===== src/rtl/mem_port_arbiter_if.sv =====
// Signal bundle around mem_port_arbiter: fetch port, load/store port and memory port.
// ls_misalign exists only when MISALIGN_TRAP_EN is defined.
interface mem_port_arbiter_if #(
  parameter int ADDR_W = 32
);
  logic              if_req;
  logic [ADDR_W-1:0] if_addr;
  logic              if_valid;
  logic [31:0]       if_rdata;
  logic              ls_req;
  logic [ADDR_W-1:0] ls_addr;
  logic [1:0]        ls_size;
  logic [31:0]       ls_wdata;
  logic              ls_done;
  logic [31:0]       ls_rdata;
  logic              stall;
  logic              bus_err;
`ifdef MISALIGN_TRAP_EN
  logic              ls_misalign;
`endif
  logic              mem_req;
  logic              mem_we;
  logic [ADDR_W-1:0] mem_addr;
  logic [3:0]        mem_be;
  logic [31:0]       mem_wdata;
  logic              mem_ack;
  logic [31:0]       mem_rdata;

  // master is the arbiter; slave is the pipeline plus memory surrounding it
  modport master (
    input  if_req, if_addr, ls_req, ls_addr, ls_size, ls_wdata, mem_ack, mem_rdata,
    output if_valid, if_rdata, ls_done, ls_rdata, stall, bus_err,
`ifdef MISALIGN_TRAP_EN
    output ls_misalign,
`endif
    output mem_req, mem_we, mem_addr, mem_be, mem_wdata
  );

  modport slave (
    output if_req, if_addr, ls_req, ls_addr, ls_size, ls_wdata, mem_ack, mem_rdata,
    input  if_valid, if_rdata, ls_done, ls_rdata, stall, bus_err,
`ifdef MISALIGN_TRAP_EN
    input  ls_misalign,
`endif
    input  mem_req, mem_we, mem_addr, mem_be, mem_wdata
  );
endinterface


===== src/rtl/mem_port_arbiter.sv =====
// Shares one memory port between instruction fetch and load/store, load/store first.
// Define MISALIGN_TRAP_EN to trap misaligned half/word stores instead of issuing them.
module mem_port_arbiter #(
  parameter int ADDR_W  = 32,
  parameter int TIMEOUT = 255
) (
  input  logic                CLK,
  input  logic                RST,
  mem_port_arbiter_if.master  bus
);

  localparam int CNT_W = $clog2(TIMEOUT + 2);
  localparam logic [ADDR_W-1:0] WORD_MASK = ~ADDR_W'(32'd3);

  typedef enum logic [1:0] {
    IDLE  = 2'd0,
    FETCH = 2'd1,
    DATA  = 2'd2,
    RESP  = 2'd3
  } state_e;

  state_e             state_q, state_d;
  logic [CNT_W-1:0]   cnt_q, cnt_d, cnt_inc_s;
  logic               timeout_s, misalign_s, ls_we_s;
  logic [3:0]         ls_be_s;
  logic [31:0]        ls_wdata_s;

  logic               mem_req_q, mem_req_d, mem_we_q, mem_we_d;
  logic [ADDR_W-1:0]  mem_addr_q, mem_addr_d;
  logic [3:0]         mem_be_q, mem_be_d;
  logic [31:0]        mem_wdata_q, mem_wdata_d;
  logic               if_valid_q, if_valid_d, ls_done_q, ls_done_d, bus_err_q, bus_err_d;
  logic [31:0]        if_rdata_q, if_rdata_d, ls_rdata_q, ls_rdata_d;
`ifdef MISALIGN_TRAP_EN
  logic               ls_misalign_q, ls_misalign_d;

  assign misalign_s = ((bus.ls_size == 2'b01) & bus.ls_addr[0]) |
                      ((bus.ls_size == 2'b10) & (|bus.ls_addr[1:0]));
`else
  assign misalign_s = 1'b0;
`endif

  // An ack in the limit cycle suppresses the timeout
  assign cnt_inc_s = cnt_q + CNT_W'(1);
  assign timeout_s = (TIMEOUT != 0) && (cnt_inc_s == CNT_W'(TIMEOUT)) && !bus.mem_ack;

  // Byte-lane placement of the pending load/store request
  always_comb begin
    ls_be_s    = 4'b1111;
    ls_wdata_s = 32'd0;
    ls_we_s    = 1'b0;
    case (bus.ls_size)
      2'b00: begin
        ls_be_s    = 4'b0001 << bus.ls_addr[1:0];
        ls_wdata_s = {4{bus.ls_wdata[7:0]}};
        ls_we_s    = 1'b1;
      end
      2'b01: begin
        ls_be_s    = 4'b0011 << {bus.ls_addr[1], 1'b0};
        ls_wdata_s = {2{bus.ls_wdata[15:0]}};
        ls_we_s    = 1'b1;
      end
      2'b10: begin
        ls_be_s    = 4'b1111;
        ls_wdata_s = bus.ls_wdata;
        ls_we_s    = 1'b1;
      end
      default: begin
        ls_be_s    = 4'b1111;
        ls_wdata_s = 32'd0;
        ls_we_s    = 1'b0;
      end
    endcase
  end

  // State and timeout counter registers
  always_ff @(posedge CLK or posedge RST) begin
    if (RST) begin
      state_q <= IDLE;
      cnt_q   <= {CNT_W{1'b0}};
    end else begin
      state_q <= state_d;
      cnt_q   <= cnt_d;
    end
  end

  // Next-state and timeout counter logic
  always_comb begin
    state_d = state_q;
    cnt_d   = cnt_q;
    case (state_q)
      IDLE: begin
        cnt_d = {CNT_W{1'b0}};
        if (bus.ls_req) begin
          state_d = misalign_s ? RESP : DATA;
        end else if (bus.if_req) begin
          state_d = FETCH;
        end else begin
          state_d = IDLE;
        end
      end
      FETCH, DATA: begin
        if (bus.mem_ack || timeout_s) begin
          state_d = RESP;
        end else begin
          state_d = state_q;
        end
        cnt_d = bus.mem_ack ? cnt_q : cnt_inc_s;
      end
      RESP: begin
        state_d = IDLE;
        cnt_d   = {CNT_W{1'b0}};
      end
      default: begin
        state_d = IDLE;
        cnt_d   = {CNT_W{1'b0}};
      end
    endcase
  end

  // Registered outputs are computed from the transition about to happen
  always_comb begin
    mem_req_d   = 1'b0;
    mem_we_d    = 1'b0;
    mem_addr_d  = {ADDR_W{1'b0}};
    mem_be_d    = 4'b0000;
    mem_wdata_d = 32'd0;
    if_valid_d  = 1'b0;
    ls_done_d   = 1'b0;
    bus_err_d   = 1'b0;
    if_rdata_d  = if_rdata_q;
    ls_rdata_d  = ls_rdata_q;
`ifdef MISALIGN_TRAP_EN
    ls_misalign_d = 1'b0;
`endif
    case (state_q)
      IDLE: begin
        if (state_d == DATA) begin
          mem_req_d   = 1'b1;
          mem_we_d    = ls_we_s;
          mem_addr_d  = bus.ls_addr & WORD_MASK;
          mem_be_d    = ls_be_s;
          mem_wdata_d = ls_wdata_s;
        end else if (state_d == FETCH) begin
          mem_req_d   = 1'b1;
          mem_addr_d  = bus.if_addr & WORD_MASK;
          mem_be_d    = 4'b1111;
        end else if (state_d == RESP) begin
          ls_done_d  = 1'b1;
          ls_rdata_d = 32'd0;
`ifdef MISALIGN_TRAP_EN
          ls_misalign_d = 1'b1;
`endif
        end else begin
          mem_req_d = 1'b0;
        end
      end
      FETCH, DATA: begin
        if (state_d == RESP) begin
          bus_err_d = timeout_s;
          if (state_q == FETCH) begin
            if_valid_d = 1'b1;
            if_rdata_d = bus.mem_ack ? bus.mem_rdata : 32'd0;
          end else begin
            ls_done_d  = 1'b1;
            ls_rdata_d = bus.mem_ack ? bus.mem_rdata : 32'd0;
          end
        end else begin
          mem_req_d   = 1'b1;
          mem_we_d    = mem_we_q;
          mem_addr_d  = mem_addr_q;
          mem_be_d    = mem_be_q;
          mem_wdata_d = mem_wdata_q;
        end
      end
      default: begin
        mem_req_d = 1'b0;
      end
    endcase
  end

  // Output registers
  always_ff @(posedge CLK or posedge RST) begin
    if (RST) begin
      mem_req_q   <= 1'b0;
      mem_we_q    <= 1'b0;
      mem_addr_q  <= {ADDR_W{1'b0}};
      mem_be_q    <= 4'b0000;
      mem_wdata_q <= 32'd0;
      if_valid_q  <= 1'b0;
      ls_done_q   <= 1'b0;
      bus_err_q   <= 1'b0;
      if_rdata_q  <= 32'd0;
      ls_rdata_q  <= 32'd0;
`ifdef MISALIGN_TRAP_EN
      ls_misalign_q <= 1'b0;
`endif
    end else begin
      mem_req_q   <= mem_req_d;
      mem_we_q    <= mem_we_d;
      mem_addr_q  <= mem_addr_d;
      mem_be_q    <= mem_be_d;
      mem_wdata_q <= mem_wdata_d;
      if_valid_q  <= if_valid_d;
      ls_done_q   <= ls_done_d;
      bus_err_q   <= bus_err_d;
      if_rdata_q  <= if_rdata_d;
      ls_rdata_q  <= ls_rdata_d;
`ifdef MISALIGN_TRAP_EN
      ls_misalign_q <= ls_misalign_d;
`endif
    end
  end

  assign bus.mem_req   = mem_req_q;
  assign bus.mem_we    = mem_we_q;
  assign bus.mem_addr  = mem_addr_q;
  assign bus.mem_be    = mem_be_q;
  assign bus.mem_wdata = mem_wdata_q;
  assign bus.if_valid  = if_valid_q;
  assign bus.if_rdata  = if_rdata_q;
  assign bus.ls_done   = ls_done_q;
  assign bus.ls_rdata  = ls_rdata_q;
  assign bus.bus_err   = bus_err_q;
  assign bus.stall     = bus.ls_req & ~ls_done_q;
`ifdef MISALIGN_TRAP_EN
  assign bus.ls_misalign = ls_misalign_q;
`endif

endmodule

===== src/flat_wrapper.sv =====
// flat-port wrapper written by rule: the top's interface ports become plain ports
module mem_port_arbiter_flat 
#(
  parameter int ADDR_W  = 32,
  parameter int TIMEOUT = 255
)
  (CLK, RST, bus_if_req, bus_if_addr, bus_ls_req, bus_ls_addr, bus_ls_size, bus_ls_wdata, bus_mem_ack, bus_mem_rdata, bus_if_valid, bus_if_rdata, bus_ls_done, bus_ls_rdata, bus_stall, bus_bus_err, bus_mem_req, bus_mem_we, bus_mem_addr, bus_mem_be, bus_mem_wdata);
  mem_port_arbiter_if #(.ADDR_W(ADDR_W)) bus_i ();
  input  logic CLK;
  input  logic RST;
  input wire logic [$bits(bus_i.if_req)-1:0] bus_if_req;
  input wire logic [$bits(bus_i.if_addr)-1:0] bus_if_addr;
  input wire logic [$bits(bus_i.ls_req)-1:0] bus_ls_req;
  input wire logic [$bits(bus_i.ls_addr)-1:0] bus_ls_addr;
  input wire logic [$bits(bus_i.ls_size)-1:0] bus_ls_size;
  input wire logic [$bits(bus_i.ls_wdata)-1:0] bus_ls_wdata;
  input wire logic [$bits(bus_i.mem_ack)-1:0] bus_mem_ack;
  input wire logic [$bits(bus_i.mem_rdata)-1:0] bus_mem_rdata;
  output wire logic [$bits(bus_i.if_valid)-1:0] bus_if_valid;
  output wire logic [$bits(bus_i.if_rdata)-1:0] bus_if_rdata;
  output wire logic [$bits(bus_i.ls_done)-1:0] bus_ls_done;
  output wire logic [$bits(bus_i.ls_rdata)-1:0] bus_ls_rdata;
  output wire logic [$bits(bus_i.stall)-1:0] bus_stall;
  output wire logic [$bits(bus_i.bus_err)-1:0] bus_bus_err;
  output wire logic [$bits(bus_i.mem_req)-1:0] bus_mem_req;
  output wire logic [$bits(bus_i.mem_we)-1:0] bus_mem_we;
  output wire logic [$bits(bus_i.mem_addr)-1:0] bus_mem_addr;
  output wire logic [$bits(bus_i.mem_be)-1:0] bus_mem_be;
  output wire logic [$bits(bus_i.mem_wdata)-1:0] bus_mem_wdata;
  assign bus_i.if_req = bus_if_req;
  assign bus_i.if_addr = bus_if_addr;
  assign bus_i.ls_req = bus_ls_req;
  assign bus_i.ls_addr = bus_ls_addr;
  assign bus_i.ls_size = bus_ls_size;
  assign bus_i.ls_wdata = bus_ls_wdata;
  assign bus_i.mem_ack = bus_mem_ack;
  assign bus_i.mem_rdata = bus_mem_rdata;
  assign bus_if_valid = bus_i.if_valid;
  assign bus_if_rdata = bus_i.if_rdata;
  assign bus_ls_done = bus_i.ls_done;
  assign bus_ls_rdata = bus_i.ls_rdata;
  assign bus_stall = bus_i.stall;
  assign bus_bus_err = bus_i.bus_err;
  assign bus_mem_req = bus_i.mem_req;
  assign bus_mem_we = bus_i.mem_we;
  assign bus_mem_addr = bus_i.mem_addr;
  assign bus_mem_be = bus_i.mem_be;
  assign bus_mem_wdata = bus_i.mem_wdata;
  mem_port_arbiter #(.ADDR_W(ADDR_W), .TIMEOUT(TIMEOUT)) u_core (.CLK(CLK), .RST(RST), .bus(bus_i));
endmodule

===== config.mk =====
export PLATFORM = sky130hd
export DESIGN_NAME = mem_port_arbiter_flat
export DESIGN_NICKNAME = d
export VERILOG_FILES = /design/src/rtl/mem_port_arbiter_if.sv /design/src/rtl/mem_port_arbiter.sv /design/src/flat_wrapper.sv
export SDC_FILE = /design/constraint.sdc
export NUM_CORES = 1
export LEC_CHECK = 0
export CELL_PAD_IN_SITES_DETAIL_PLACEMENT = 1
export CELL_PAD_IN_SITES_GLOBAL_PLACEMENT = 1
export CORE_UTILIZATION = 34
export DETAILED_ROUTE_END_ITERATION = 12
export PLACE_DENSITY = 0.9
export SYNTH_ARGS = -nofsm -noshare
export SYNTH_HDL_FRONTEND = slang
export SYNTH_SLANG_ARGS = --single-unit

===== constraint.sdc =====
create_clock -name CLK -period 6.5 [get_ports CLK]
set_input_delay 1.3 -clock CLK [delete_from_list [all_inputs] [get_ports CLK]]
set_output_delay 1.3 -clock CLK [all_outputs]
set_load 0.02 [all_outputs]

==> impl_metrics.py <==
metrics = {
    "outcome": {
        "status": "finished, final reports clean",
    },
    "placed_design": {
        "hpwlAfterDp_um": 19300,
        "globalplace.congestion": 0.794,
        "place_area_sq_um": 10800,
        "place.port_buffers": 268,
    },
    "critical_path": {
        "worst_setup_path_end_kind": "register",
        "worstSetupStartpoint": "u_core.cnt_q[0]",
        "r2r-start": "u_core.cnt_q[0]",
        "worstSetupPathType": "register to register",
        "worstPathRequired_ns": 6.83,
        "cp_max_fo": 30,
        "arrival_ns": 4.54,
        "worst_setup_path_start_kind": "register",
    },
    "sta": {
        "maxSlewViolCount": 0,
        "rsz0062_at_grt": "no",
        "finalCriticalPeriod_ns": 4.21,
        "setup_violations": 0,
        "hold_viol": 0,
        "finalCritPeriodShare_pct": 64.8,
        "max-slew-margin-rel_pct": 23.2,
        "worst_slew_pin_slew_ns": 1.15,
        "clock_skew_ns": 0.0115,
        "fmax_mhz": 238,
        "finalSetupTns_ns": 0,
    },
    "min_path": {
        "min-delay-start": "u_core.bus.mem_wdata[16]",
        "hp-class": "register to register",
    },
    "yosys": {
        "yosys_warnings": 0,
        "ys_types": 52,
        "synth_sequential_area_ratio_pct": 45.5,
        "netlist_area_sq_um": 8030,
        "yosys_register_bits": 146,
        "synth-edff-count": 0,
        "async_reset_ff_share_pct": 100,
        "synth.avg_cell_area_sq_um": 8.71,
        "synthFlopType": "dfrtp_1",
        "synth_cells": 922,
    },
    "clock_tree": {
        "cts_buffers": 17,
        "cts_sinks": 146,
        "cts_root_buf": "clkbuf_16",
        "cts_setup_buffers": 0,
        "cts_resized": 0,
        "htree_levels": 4,
        "clk_latency_ns": 0.42,
        "clk_pin_slew_worst_paths_ns": 0.07,
        "cts_tree": "yes",
        "hold_buffers": 0,
        "cts_buffer_depth": 2,
    },
    "final_layout": {
        "layout_common_cells": "clkdlybuf4s50_1, dfrtp_1, a21oi_1",
        "final_common_cell": "clkdlybuf4s50_1",
        "finalInstanceArea_sq_um": 11400,
        "layout-drive-gt1-share_pct": 6.89,
        "fill_cells": 2666,
        "finalNetCount": 1276,
        "final_util_pct": 49.6,
        "layout-area-overhead-vs-synth_pct": 41.4,
    },
    "global_routing": {
        "first_global_vias": 8233,
        "overflow": 0,
        "grt_pass1_wl_um": 44400,
        "grt_start_max_net_pins": 104,
        "grt_usage_pct": 23.3,
        "antenna_found_initial": 1,
    },
    "detailed_routing": {
        "num_vias": 7965,
        "ant_nets": 0,
        "dr.pass1.iters": 5,
        "routed_via_density": 5.45,
        "post_drt_wl_per_cell_um": 19.3,
        "drtIter0Drc": 454,
        "drc": 0,
        "postRouteWirelength_um": 28200,
    },
    "pwr": {
        "p_int_w": 0.00299,
        "p_leak_nw": 4.58,
        "swShare_pct": 43.8,
        "clkPwrFrac_pct": 18.8,
        "power_density_nw_per_um2": 469,
        "irDropWorstVdd_mv": 0.197,
        "combPwrFrac_pct": 54.2,
        "switchingPower_w": 0.00234,
        "p_seq_share_pct": 27.0,
    },
    "run": {
        "maxCapViolations": 0,
    },
    "floorplanning": {
        "die-height_um": 156,
        "die_area_sq_um": 24200,
        "io_pins": 273,
        "die_w_um": 156,
        "start_util_pct": 35.0,
        "core_area_sq_um": 22900,
        "std_cell_rows": 55,
    },
}
worst max-delay path: stages, from the launching register on:
cell      delay, ns
dfrtp_1        0.46
ha_1           0.28
and3_1         0.18
mux2i_1        0.19
o21ai_1        0.17
a211oi_1       0.40
o21ai_0        0.20
ha_1           0.30
and3b_1        1.00
a221oi_1       0.28
a21oi_1        0.29
o21ai_0        0.16
a211oi_2       0.21
registers in the layout, indices dropped and copies added, names as in the netlist:
register,flops
u_core.cnt_q,9
u_core.bus.ls_rdata,32
u_core.state_q,2
u_core.bus.mem_be,4
u_core.bus.ls_done,1
u_core.bus.if_valid,1
u_core.bus.mem_addr,30
u_core.bus.if_rdata,32
u_core.bus.mem_wdata,32
u_core.bus.mem_req,1
u_core.bus.bus_err,1
u_core.bus.mem_we,1
worst paths after layout:
kind | endpoint | slack [ns] | depth (start not counted)
max | u_core.bus.mem_addr[18] | 2.29 | 12
min | u_core.bus.mem_wdata[16] | 0.48 | 1
max reg2reg | u_core.bus.mem_addr[18] | 2.29 | 12
min reg2reg | u_core.bus.mem_wdata[16] | 0.48 | 1
max in group asynchronous | u_core.bus.mem_wdata[6] | 3.73 | 3
min in group asynchronous | u_core.bus.mem_wdata[16] | 1.47 | 2
kinds of logic after synthesis:
group	count (synthesis)	share of synthesized area (%)
XOR/XNOR	6	0.654
buffers and inverters	123	7.20
multiplexers	1	0.125
other	1	0.0467
adder cells (fa/ha/maj)	7	1.09
AND/OR/NAND/NOR	288	17.0
flip-flops	146	45.5
AO/OA/AOI/OAI	350	28.4
per-layer routing:
| metal | routed length (um) | track usage, % |
|---|---|---|
| met1 | 11600 | 28.0 |
| met4 | 1100 | 10.6 |
| met3 | 1460 | 4.89 |
| met2 | 14000 | 39.9 |
| met5 | 0 | 0 |
through the flow:
step	hold slack, ns	setup WS (ns)	cells	power, W
3_5_place_dp	0.466	2.08	1428	0.00434
4_1_cts	0.481	2.32	1460	0.00538
3_3_place_gp	0.458	2.20	1428	0.00422
2_1_floorplan	0.523	1.28	923	0.00326
6_report	0.477	2.29	1461	0.00533
5_1_grt	0.498	2.01	1461	0.00568
power by group through the flow:
| stage | logic [W] | clock network [W] | registers [W] |
|---|---|---|---|
| floorplan | 0.00150 | 0 | 0.00176 |
| detailed placement | 0.00289 | 0 | 0.00145 |
| CTS | 0.00291 | 0.00102 | 0.00144 |
| global route | 0.00314 | 0.00106 | 0.00148 |
| global placement | 0.00278 | 0 | 0.00143 |
| finish | 0.00289 | 0.00100 | 0.00144 |
Yosys cell counts (all sizes together) (2+ instances only):
library cell,n,area share (%)
clkbuf,40,2.0
nand3,2,0.12
and3,11,0.86
ha,7,1.1
nor2b,6,0.47
a211oi,34,4.8
nor2,79,3.8
a21o,10,0.93
buf,46,3.5
a22o,12,1.3
inv,37,1.7
or3,2,0.16
o21a,4,0.37
and4,26,2.8
a21boi,2,0.19
o21ai,102,6.5
o2bb2ai,8,0.87
a221oi,30,3.3
and2,10,0.81
nand4,3,0.23
xnor2,5,0.55
a221o,8,1.0
a21oi,134,8.5
nand3b,4,0.37
or2,2,0.19
nand2,130,6.1
nand2b,10,0.78
dfrtp,146,45
area by class of cell:
class / instances / area, sq um / area share (%)
Antenna cell: 1 / 2.50 / 0.0220
Clock buffer: 21 / 460 / 4.05
Clock inverter: 11 / 128 / 1.12
Inverter: 37 / 144 / 1.27
Multi-Input combinational cell: 654 / 3820 / 33.7
Sequential cell: 146 / 3650 / 32.2
Tap cell: 313 / 392 / 3.45
Timing Repair Buffer: 278 / 2750 / 24.2
No activity file was read; power rests on OpenSTA's default activity.
==> RTL change 1, RTL diff (config.mk and constraints unchanged) <==
`TIMEOUT` is set to 255 in 2 places; all go to 510.
--- a/src/rtl/mem_port_arbiter.sv
+++ b/src/rtl/mem_port_arbiter.sv
@@ -4,3 +4,3 @@
   parameter int ADDR_W  = 32,
-  parameter int TIMEOUT = 255
+  parameter int TIMEOUT = 510
 ) (
--- a/src/flat_wrapper.sv
+++ b/src/flat_wrapper.sv
@@ -4,3 +4,3 @@
   parameter int ADDR_W  = 32,
-  parameter int TIMEOUT = 255
+  parameter int TIMEOUT = 510
 )
Formal check against the unedited RTL: no difference found for any inputs over 4 cycles, from zero or initial values and one cycle with RST high; that may be too few to reach the edited logic, so the function may still have changed.
==> RTL change 1 against the unedited design <==
- design area decreased by 10%
- power decreased by 17%
- wire length decreased by 27%
- maximum frequency increased by 7.1%
- worst setup slack improved by 0.28 ns
- sequential cell count unchanged
- cell count decreased by 25%
- area after synthesis decreased by 16%
- worst hold slack improved by 0.016 ns
==> RTL change 1: results (changes against the unedited design) <==
- Status: finished, final reports clean
- Vias: 5392 (-32%)
- Drt pass-1 iters: 4 (-1)
- Netlist cell types: 41 (-21%)
- Placed inst area: 9604 um^2 (-11%)
- Starting DRT DRC Count: 169 (-63%)
- Clock-cell share: 0.05780 (+0.006019)
- Largest net degree at the start of global routing: 112 (+7.7%)
- Internal: 2.790 mW (-6.8%)
- Synth area leaders: dfrtp_1 (54%), mux2_2 (15%), a22o_1 (6.6%), and2_1 (3.4%), a21oi_1 (2.3%)
- Largest stage delay, worst path: 0.65 ns (-0.35 ns)
- Antenna violations before repair: 2 (+1)
- Non-Clock Buffer Count: 277 (-0.36%)
- Inverters: 16 (-57%)
- Clock power frac: 0.225 (+0.037)
- Sequential-to-total area share from yosys stat: 0.5433 (+0.08836)
- First-pass GRT wire length: 32.11 mm (-28%)
- Fin nets: 959 (-25%)
- DP Wirelength: 14.89 mm (-23%)
- Top delay family on crit path: buffers and inverters
- Fill cells: 2055 (-23%)
- Multi-input logic cell count: 359 (-45%)
- Clock Buffer Count: 18 (-14%)
- Pwr per Cell Area: 433.1 nW/um^2 (-7.7%)
- Wire per inst: 18.79 um (-2.6%)
- GRT Util Overall: 0.2066 (-0.02603)
- LEAKAGE: 4.421 nW (-3.5%)
- Max FO, Critical Path: 4 (-87%)
- Layout Cells excl Fill: 1095 (-25%)
- Multi-input gate area: 2804 um^2 (-27%)
RTL change 1: changes by cell type after synthesis, moves of 30 or more:
cell and delta:
nand2_1 -109, a221oi_1 -30, a21oi_1 -101, a22o_1 +39, mux2_2 +90, o21ai_0 -57, nor2_1 -63
RTL change 1: path summary, 6_finish.rpt:
| path | startpoint | endpoint | slack [ns] | depth (start not counted) |
|---|---|---|---|---|
| worst min register to register | u_core.bus.mem_addr[8] | u_core.bus.mem_addr[8] | 0.49 | 1 |
| worst max register to register | u_core.cnt_q[0] | u_core.bus.ls_rdata[5] | 3.01 | 13 |
| worst min-delay path | u_core.bus.mem_addr[8] | u_core.bus.mem_addr[8] | 0.49 | 1 |
| max in group asynchronous | RST | u_core.cnt_q[7] | 3.86 | 3 |
| worst max-delay path | bus_ls_req | bus_stall | 2.57 | 3 |
| min in group asynchronous | RST | u_core.bus.mem_addr[5] | 1.48 | 2 |
RTL change 1: metrics by stage:
step	hold slack [ns]	util	worst slack, ns
2_1_floorplan	0.5191	-	1.277
3_3_place_gp	0.4687	0.4951	2.208
3_5_place_dp	0.4771	0.4951	2.181
4_1_cts	0.4990	0.5255	2.535
5_1_grt	0.5045	0.5256	2.452
6_report	0.4934	0.5256	2.567
RTL change 1: per-layer routing:
layer / GRT usage / wire [um] / vias to the layer above
met3: 0.05567 / 1099 / 40
met2: 0.3622 / 10630 / 165
met4: 0.09508 / 694 / 2
met1: 0.2338 / 8143 / 2693
met5: 0 / 11 / -
li1: - / - / 2492
RTL change 1: logic make-up after synthesis:
logic type	count (synthesis)	synth area share
flip-flops	146	0.5433
AO/OA/AOI/OAI	131	0.1353
AND/OR/NAND/NOR	114	0.09358
multiplexers	95	0.1589
buffers and inverters	55	0.04242
XOR/XNOR	10	0.01302
adder cells (fa/ha/maj)	7	0.01302
other	1	0.0005576
==> RTL change 2, RTL diff (same flow settings) <==
Made on the original files. Encoding of `state_e`: now Gray code (2 bits for 4 states).
--- a/src/rtl/mem_port_arbiter.sv
+++ b/src/rtl/mem_port_arbiter.sv
@@ -15,6 +15,6 @@
   typedef enum logic [1:0] {
-    IDLE  = 2'd0,
-    FETCH = 2'd1,
-    DATA  = 2'd2,
-    RESP  = 2'd3
+    IDLE  = 2'b00,
+    FETCH = 2'b01,
+    DATA  = 2'b11,
+    RESP  = 2'b10
   } state_e;
Formal check against the unedited RTL: same outputs for any inputs over 4 cycles, from zero or initial values and one cycle with RST high; so few cycles prove little.
==> RTL change 2 against the unedited design <==
- via count fell by 28%
- clock skew increased by 0.0011 ns
- worst hold slack improved by 0.0050 ns
- area after synthesis decreased by 16%
- power down 21%
- design area down 10%
- worst setup slack gained 0.16 ns
- sequential cell count unchanged
- maximum frequency grew 3.8%
- first-iteration DRC count is 50% lower
- combinational power decreased by 38%
- wire length shrank 24%
- die area decreased by 16%
==> RTL change 2: results (changes against the unedited design) <==
- Status: finished, final reports clean
- Drt pass-1 iters: 4 (-1)
- Fin nets: 987 (-23%)
- Sequential-to-total area share from yosys stat: 0.5434 (+0.08846)
- Share of post-route cells with drive strength above 1: 0.05916 (-0.009711)
- Vias/cell: 5.062 (-7.1%)
- Clk root buf: clkbuf_16
- Synth cell count leaders: dfrtp_1 (146), and2_1 (72), mux2_1 (64), nand2_1 (57)
- First-pass GRT wire length: 33.38 mm (-25%)
- Critical-path cell with the highest stage delay: clkdlybuf4s50_1
- Post-CTS setup buffers: 0 (unchanged)
- Hold path depth: 1 (unchanged)
- Final Skew: 0.01263 ns (+0.001088 ns)
- Critical path arrival: 2.75 ns (-1.79 ns)
- Worst-Margin Slew: 1.066 ns (-0.08609 ns)
- Port bufs: 268 (unchanged)
- Largest net degree at the start of global routing: 90 (-13%)
- GRT Util Overall: 0.2148 (-0.01787)
- Antenna Diode Count: 0 (-1)
- H-tree Lvls: 4 (unchanged)
- Starting DRT DRC Count: 227 (-50%)
- Clk slew on worst S/H paths: 0.06 ns
- Antenna violations before repair: 0 (-1)
- Fill cells: 2091 (-22%)
- Yosys top cell area share: 0.5434 (+0.08846)
- Netlist cell types: 44 (-15%)
- HP Class: reg -> reg
- DP Wirelength: 15.18 mm (-21%)
- Ys async rst share: 1.000 (unchanged)
- Vias in the first global route: 6106 (-26%)
- Max FO, Critical Path: 6 (-80%)
- Worst-Skew Late Latency: 0.42 ns (about the same)
- Synth area leaders: dfrtp_1 (54%), mux2_1 (11%), and2_1 (6.7%), a221o_1 (4.5%), nand2_1 (3.2%)
- Largest stage delay, worst path: 0.65 ns (-0.35 ns)
- LEAKAGE: 4.398 nW (-4.0%)
- Reg2reg path depth: 7 (-5)
- Ys flop type: dfrtp_1
- Worst vdd ir: 0.1879 mV (-4.8%)
- Synth warn: 0 (unchanged)
- Wire per inst: 18.89 um (-2.1%)
- Total CTS buffers: 17 (unchanged)
- Post-cts repair resize count: 0 (unchanged)
- Max Root-Sink Buffers: 2 (unchanged)
- Gpl congestion: 0.7811 (-1.6%)
[RTL change 2: metrics by stage]
step	cell area (um^2)	instances	setup WS [ns]	power [mW]	hold WS (ns)
CTS	10210	1127	2.444	4.253	0.4888
global placement	9607	1096	2.145	3.150	0.4643
floorplan	6728	600	1.277	2.335	0.5828
finish	10210	1127	2.446	4.198	0.4823
global route	10210	1127	2.332	4.420	0.5064
detailed placement	9607	1096	2.081	3.228	0.4752
[RTL change 2: worst paths after layout]
kind / start / to / slack, ns
setup / recovery: bus_ls_req / bus_stall / 2.45
hold / removal: u_core.bus.ls_rdata[5] / u_core.bus.ls_rdata[5] / 0.48
setup reg to reg: u_core.cnt_q[0] / u_core.bus.if_rdata[17] / 3.30
hold reg to reg: u_core.bus.ls_rdata[5] / u_core.bus.ls_rdata[5] / 0.48
max in group asynchronous: RST / u_core.bus.ls_rdata[6] / 3.82
min in group asynchronous: RST / u_core.bus.if_rdata[22] / 1.41
[RTL change 2: area by class of cell]
| class | count | area [um^2] | share of cell area |
|---|---|---|---|
| flip-flops and latches | 146 | 3654 | 0.3578 |
| multi-input cells | 399 | 2829 | 0.2770 |
| repair buffers | 278 | 2758 | 0.2700 |
| clock buffers | 17 | 425.4 | 0.04166 |
| well taps | 265 | 331.6 | 0.03247 |
| clock inverters | 14 | 180.2 | 0.01764 |
| inverters | 8 | 35.03 | 0.003431 |
[RTL change 2: metal layers]
metal | up-vias | wire [um] | share of wire | track usage
met5 | - | 0 | 0 | 0
met2 | 192 | 11010 | 0.52 | 0.3821
met3 | 26 | 1248 | 0.059 | 0.04997
li1 | 2603 | - | - | -
met1 | 2884 | 8580 | 0.40 | 0.2509
met4 | 0 | 449 | 0.021 | 0.07923
[RTL change 2: critical path: cells and delay by family]
family / cells / cell delay (ns)
AND/OR/NAND/NOR: 1 / 0.18
buffers and inverters: 2 / 1.27
[RTL change 2: where the power goes]
part,total [mW],switching (mW),internal (mW)
Clock,1.01,0.401,0.607
Sequential,1.40,0.187,1.21
Combinational,1.79,0.952,0.842
[RTL change 2: logic make-up (layout without fill, tap and decap cells)]
group,Yosys count,in the layout,share of synthesized area
compound gates,124,124,0.1368
xor+xnor,8,8,0.01042
fa+ha+maj,2,2,0.003721
buf+inv,55,317,0.04057
flops,146,146,0.5434
mux,65,65,0.1087
other cells,1,2,0.0005577
simple gates,198,198,0.1559
